==> config.mk <==
export PLATFORM = sky130hd
export DESIGN_NAME = dmem_arbiter
export DESIGN_NICKNAME = d
export VERILOG_FILES = /design/src/rtl/dmem_arbiter.sv
export SDC_FILE = /design/constraint.sdc
export NUM_CORES = 1
export LEC_CHECK = 0
export CORE_MARGIN = 5
export CORE_UTILIZATION = 38
export DETAILED_ROUTE_END_ITERATION = 7
export HOLD_SLACK_MARGIN = 0.05
export MAX_ROUTING_LAYER = met4
export PLACE_DENSITY = 0.74
export SLEW_MARGIN = 20
export SYNTH_ARGS = -nofsm -noshare
export SYNTH_HDL_FRONTEND = slang
export SYNTH_SLANG_ARGS = --single-unit
==> constraint.sdc <==
create_clock -name clk -period 5.05 [get_ports clk]
set_input_delay 1.01 -clock clk [delete_from_list [all_inputs] [get_ports clk]]
set_output_delay 1.01 -clock clk [all_outputs]
set_load 0.01 [all_outputs]
==> src/rtl/dmem_arbiter.sv <==
// Data-RAM arbiter: shares one single-port RAM between the core LSU and a
// debug/DMA word port, with store lane steering and load extension for the core.
module dmem_arbiter #(
    parameter int unsigned STARVE_MAX = 4
) (
    input  logic        clk,
    input  logic        rst,
    input  logic        core_req,
    input  logic        core_we,
    input  logic [31:0] core_addr,
    input  logic [31:0] core_wdat,
    input  logic [2:0]  core_funct3,
    output logic        core_stall,
    output logic        core_done,
    output logic [31:0] core_rdata,
    input  logic        dbg_req,
    input  logic        dbg_we,
    input  logic [31:0] dbg_addr,
    input  logic [31:0] dbg_wdat,
    output logic        dbg_ack,
    output logic [31:0] dbg_rdata,
    output logic        mem_req,
    output logic        mem_we,
    output logic [31:0] mem_addr,
    output logic [3:0]  mem_be,
    output logic [31:0] mem_wdata,
    input  logic        mem_gnt,
    input  logic        mem_rvalid,
    input  logic [31:0] mem_rdata
);

    typedef enum logic [1:0] {IDLE, ISSUE, RESP} state_t;

    state_t      state, state_nxt;
    logic        own_dbg;
    logic [1:0]  off_q;
    logic [2:0]  f3_q;
    logic [3:0]  starve_cnt;
    logic        core_pend, dbg_pend, arb_ok;
    logic        grant_core, grant_dbg;
    logic [3:0]  core_be;
    logic [31:0] core_wd;
    logic [7:0]  ld_byte;
    logic [15:0] ld_half;
    logic [31:0] ld_ext;
    logic        unused_dbg_addr_lsb;

    assign unused_dbg_addr_lsb = ^dbg_addr[1:0];

    // A request whose done/ack is showing this cycle is the finished access,
    // not a new one, so it is masked from arbitration.
    assign core_pend  = core_req & ~core_done;
    assign dbg_pend   = dbg_req & ~dbg_ack;
    assign core_stall = core_req & ~core_done;
    // Arbitration waits out the done/ack cycle so a requester that holds its
    // request straight into a new access competes on equal terms.
    assign arb_ok     = (state == IDLE) & ~core_done & ~dbg_ack;
    assign grant_dbg  = arb_ok & dbg_pend & (~core_pend | (starve_cnt == 4'(STARVE_MAX)));
    assign grant_core = arb_ok & core_pend & ~grant_dbg;
    assign mem_req    = (state == ISSUE);

    // Core store lane steering: byte enables and replicated write data
    always_comb begin
        core_be = 4'b1111;
        core_wd = core_wdat;
        case (core_funct3[1:0])
            2'b00: begin
                core_be = 4'b0001 << core_addr[1:0];
                core_wd = {4{core_wdat[7:0]}};
            end
            2'b01: begin
                core_be = core_addr[1] ? 4'b1100 : 4'b0011;
                core_wd = {2{core_wdat[15:0]}};
            end
            default: ;
        endcase
    end

    // Core load extraction and sign/zero extension
    always_comb begin
        ld_byte = mem_rdata[{off_q, 3'b000} +: 8];
        ld_half = mem_rdata[{off_q[1], 4'b0000} +: 16];
        ld_ext  = mem_rdata;
        case (f3_q)
            3'b000:  ld_ext = {{24{ld_byte[7]}}, ld_byte};
            3'b100:  ld_ext = {24'd0, ld_byte};
            3'b001:  ld_ext = {{16{ld_half[15]}}, ld_half};
            3'b101:  ld_ext = {16'd0, ld_half};
            default: ld_ext = mem_rdata;
        endcase
    end

    // FSM state register
    always_ff @(posedge clk or posedge rst) begin
        if (rst) state <= IDLE;
        else     state <= state_nxt;
    end

    // FSM next state
    always_comb begin
        state_nxt = state;
        case (state)
            IDLE:    if (grant_core | grant_dbg) state_nxt = ISSUE;
            ISSUE:   if (mem_gnt) state_nxt = mem_we ? IDLE : RESP;
            RESP:    if (mem_rvalid) state_nxt = IDLE;
            default: state_nxt = IDLE;
        endcase
    end

    // Access latch on grant, starvation counter, completion pulses and read data
    always_ff @(posedge clk or posedge rst) begin
        if (rst) begin
            own_dbg    <= 1'b0;
            off_q      <= '0;
            f3_q       <= '0;
            starve_cnt <= '0;
            mem_we     <= 1'b0;
            mem_addr   <= '0;
            mem_be     <= '0;
            mem_wdata  <= '0;
            core_done  <= 1'b0;
            dbg_ack    <= 1'b0;
            core_rdata <= '0;
            dbg_rdata  <= '0;
        end else begin
            core_done <= 1'b0;
            dbg_ack   <= 1'b0;

            if (grant_core) begin
                own_dbg   <= 1'b0;
                mem_we    <= core_we;
                mem_addr  <= {core_addr[31:2], 2'b00};
                mem_be    <= core_be;
                mem_wdata <= core_wd;
                off_q     <= core_addr[1:0];
                f3_q      <= core_funct3;
            end else if (grant_dbg) begin
                own_dbg   <= 1'b1;
                mem_we    <= dbg_we;
                mem_addr  <= {dbg_addr[31:2], 2'b00};
                mem_be    <= 4'b1111;
                mem_wdata <= dbg_wdat;
                off_q     <= 2'b00;
                f3_q      <= 3'b010;
            end

            if (grant_dbg)
                starve_cnt <= '0;
            else if (grant_core && dbg_pend && starve_cnt != 4'(STARVE_MAX))
                starve_cnt <= starve_cnt + 4'd1;

            if (state == ISSUE && mem_gnt && mem_we) begin
                core_done <= ~own_dbg;
                dbg_ack   <= own_dbg;
            end

            if (state == RESP && mem_rvalid) begin
                if (own_dbg) begin
                    dbg_rdata <= mem_rdata;
                    dbg_ack   <= 1'b1;
                end else begin
                    core_rdata <= ld_ext;
                    core_done  <= 1'b1;
                end
            end
        end
    end

endmodule

==> flow_summary.yaml <==
setup_path:
  start_kind: "input pin"
  critPathCaptureType: "output port"
  crit_family: "buffers and inverters"
  critPathMaxFanout: 9
  worst-endpoint-required_ns: 4.04
  path_class: "in -> out"
  critical_path.max_stage_delay_ns: 0.73
  worst_ep_arrival_time_ns: 2.46
  path_common_cell: "clkdlybuf4s50_1"
  worstPathCellList: "clkdlybuf4s50_1 > nor2b_1 > clkdlybuf4s50_1"
  worst_path_buf_inv: 2
  critical-path-slowest-cell: "clkdlybuf4s50_1"
grt:
  grt_max_degree: 98
  global_route.overflow_total: 0
  grt_pass1_wl_um: 36000
  antenna_found_initial: 0
  grtUsageTotal_pct: 23.55
  grt_pass1_vias: 6351
timing:
  fmaxAchievable_mhz: 288.1
  rsz_0062_raised_after_global_routing: "no"
  worst_slew_margin_rel_pct: 25.25
  totalNegativeSetupSlack_ns: 0
  setup_viol_count_final: 0
  fin_crit_sh_pct: 68.74
  final-hold-violation-count: 0
  max_slew_violation_count: 0
  final_period_minus_worst_setup_slack_ns: 3.471
  fin_skew_ns: 0.007482
  max_slew.worst_pin.slew_ns: 1.121
routing:
  drt_iter0_drc: 421
  routed-via-count: 6164
  remaining_antenna_violation_count_after_routing: 0
  route.final.wire_length_um: 23750
  first_pass_iters: 7
  route.detailed.drc: 0
  vias_per_cell: 5.286
  wl_per_cell_um: 20.37
cells_and_area:
  share_of_layout_cells_above_drive_strength_1_pct: 8.927
  final_core_utilization_pct: 60.86
  multi_input_comb_area_mm2: 0.002704
  nNetsFinal: 1102
  area_delta_synth_final_pct: 56.22
  fillers: 1461
  antenna_cells_inserted: 0
  seqCellArea_mm2: 0.003628
clock_network:
  clock_tree_from_tritoncts: "built"
  cts_max_path_buffers: 2
  clockRootBuffer: "clkbuf_16"
  numClockSinks: 145
  worst_setup_hold_path_clk_slew_ns: 0.06
  buffers_inserted_during_post_cts_setup_optimization: 0
  cts-resized-gates: 0
  cts-htree-levels: 4
  cts_buffers: 17
  cts-hold-fix-buffers: 0
  worst_skew_pair.late_latency_ns: 0.42
placement:
  place.gp.congestion: 0.8762
  port_buffers: 303
  post-dp-hpwl_um: 17370
die:
  die_height_um: 143.4
  placementRows: 48
  initial_utilization_pct: 38.96
  die_x_um: 143.4
  floorplan.core_area_mm2: 0.01736
  die_area_mm2: 0.02056
  pin_count: 308
synthesis:
  synth-warning-count: 0
  yosysTopAreaCellShare_pct: 53.66
  yosysSeqAreaShare_pct: 53.66
  ys_types: 49
  synthFlopType: "dfrtp_1"
  syn-mean-instance-area_um2: 10.52
  number_of_enable_flip_flop_cells_after_synthesis: 0
  postSynth.asyncResetShare_pct: 100.0
  yosysMostFrequentCell: "dfrtp_1"
  cell_type_contributing_the_most_total_cell_area_after_synthesis: "dfrtp_1"
  postSynthRegisterBits: 145
  syn-cell-area_mm2: 0.006761
  synthesis.instances: 643
  synth_common_cells: "dfrtp_1 (145), nand2_1 (77), inv_1 (48)"
  synth.top_cells.by_area: "dfrtp_1 (54%), a222oi_1 (5.8%), mux2_2 (5.3%), mux2i_1 (5.2%), nand2_1 (4.3%)"
power:
  total_power_density_per_cell_area_mw_per_mm2: 612.1
  vdd.ir_drop.worst_uv: 274.6
  leakage_nw: 4.579
flow_run:
  drv.max_cap_violation_count: 0
run_status:
  status: "completed"
min_path:
  hold_path.class: "reg -> reg"
## cells in the final DEF (no fill, tap or decap), drive strengths merged, types with 11 or more instances in the layout
cell	n
clkdlybuf4s50	303
nand2	77
a21oi	31
mux2	32
o21ai	29
mux2i	35
clkbuf	19
o211ai	17
a222oi	39
dfrtp	145
buf	11
nand3	32
inv	50
nor2	41
## state kept, by name (all words and copies together), names as in the netlist
register / cells
core_rdata: 32
dbg_rdata: 32
mem_wdata: 32
mem_addr: 30
mem_be: 4
starve_cnt: 4
f3_q: 3
off_q: 2
state: 2
core_done: 1
dbg_ack: 1
mem_we: 1
own_dbg: 1
## path summary, 6_finish.rpt
| kind | start | endpoint | slack (ns) | depth (start not counted) |
|---|---|---|---|---|
| setup / recovery | core_req | core_stall | 1.58 | 3 |
| hold / removal | mem_wdata[25] | mem_wdata[25] | 0.48 | 2 |
| setup reg to reg | state[0] | mem_wdata[30] | 2.64 | 4 |
| hold reg to reg | mem_wdata[25] | mem_wdata[25] | 0.48 | 2 |
| max in group asynchronous | rst | dbg_rdata[22] | 2.96 | 3 |
| min in group asynchronous | rst | state[0] | 1.11 | 2 |
## per-stage QoR
stage	worst slack, ns	hold slack (ns)	std cells	area (um^2)	total power [mW]
after detailed placement	1.581	0.4694	1135	9915	5.101
after floorplan	0.1454	0.4745	644	6765	3.543
after CTS	1.578	0.4856	1166	10560	6.522
final	1.579	0.4793	1166	10560	6.465
after global routing	1.513	0.4975	1166	10560	6.871
after global placement	1.586	0.4617	1135	9915	5.030
## area by class of cell
type,instances,share of cell area [%]
tap,225,2.665
sequential,145,34.35
timing repair buffer,314,29.50
clock inverter,12,1.943
inverter,48,1.753
multi-input combinational,403,25.60
clock buffer,19,4.193
## power breakdown
group	switching (mW)	internal [mW]	total [mW]	leakage [nW]
Combinational	1.42	1.57	2.99	2.50
Clock	0.515	0.891	1.41	0.310
Sequential	0.353	1.72	2.07	1.77
Total	2.28	4.18	6.47	4.58
## per-layer routing
| metal | up-vias | track usage [%] | wire, um |
|---|---|---|---|
| met3 | 42 | 6.922 | 2310 |
| met4 | 0 | 9.019 | 813 |
| met5 | - | - | 0 |
| li1 | 2864 | - | - |
| met1 | 2968 | 27.72 | 9113 |
| met2 | 290 | 38.22 | 11520 |
## worst register-to-register path: stages, from the launching register on
cell     delay, ns
dfrtp_1       0.48
nor4_4        0.50
o211a_2       1.01
nand2_1       0.19
nand3_1       0.16
## cells by family (layout without fill, tap and decap cells)
kind of cell / count (synthesis) / in the layout / synth area share [%]
DFF: 145 / 145 / 53.66
and+or+nand+nor: 194 / 194 / 13.75
muxes: 67 / 67 / 10.51
buffers and inverters: 96 / 393 / 6.588
AOI/OAI and AO/OA: 136 / 136 / 14.80
other: 1 / 2 / 0.05546
xor gates and xnor gates: 2 / 2 / 0.2591
adders and majority gates: 2 / 2 / 0.3700
Power figures use the tool's default switching activity.
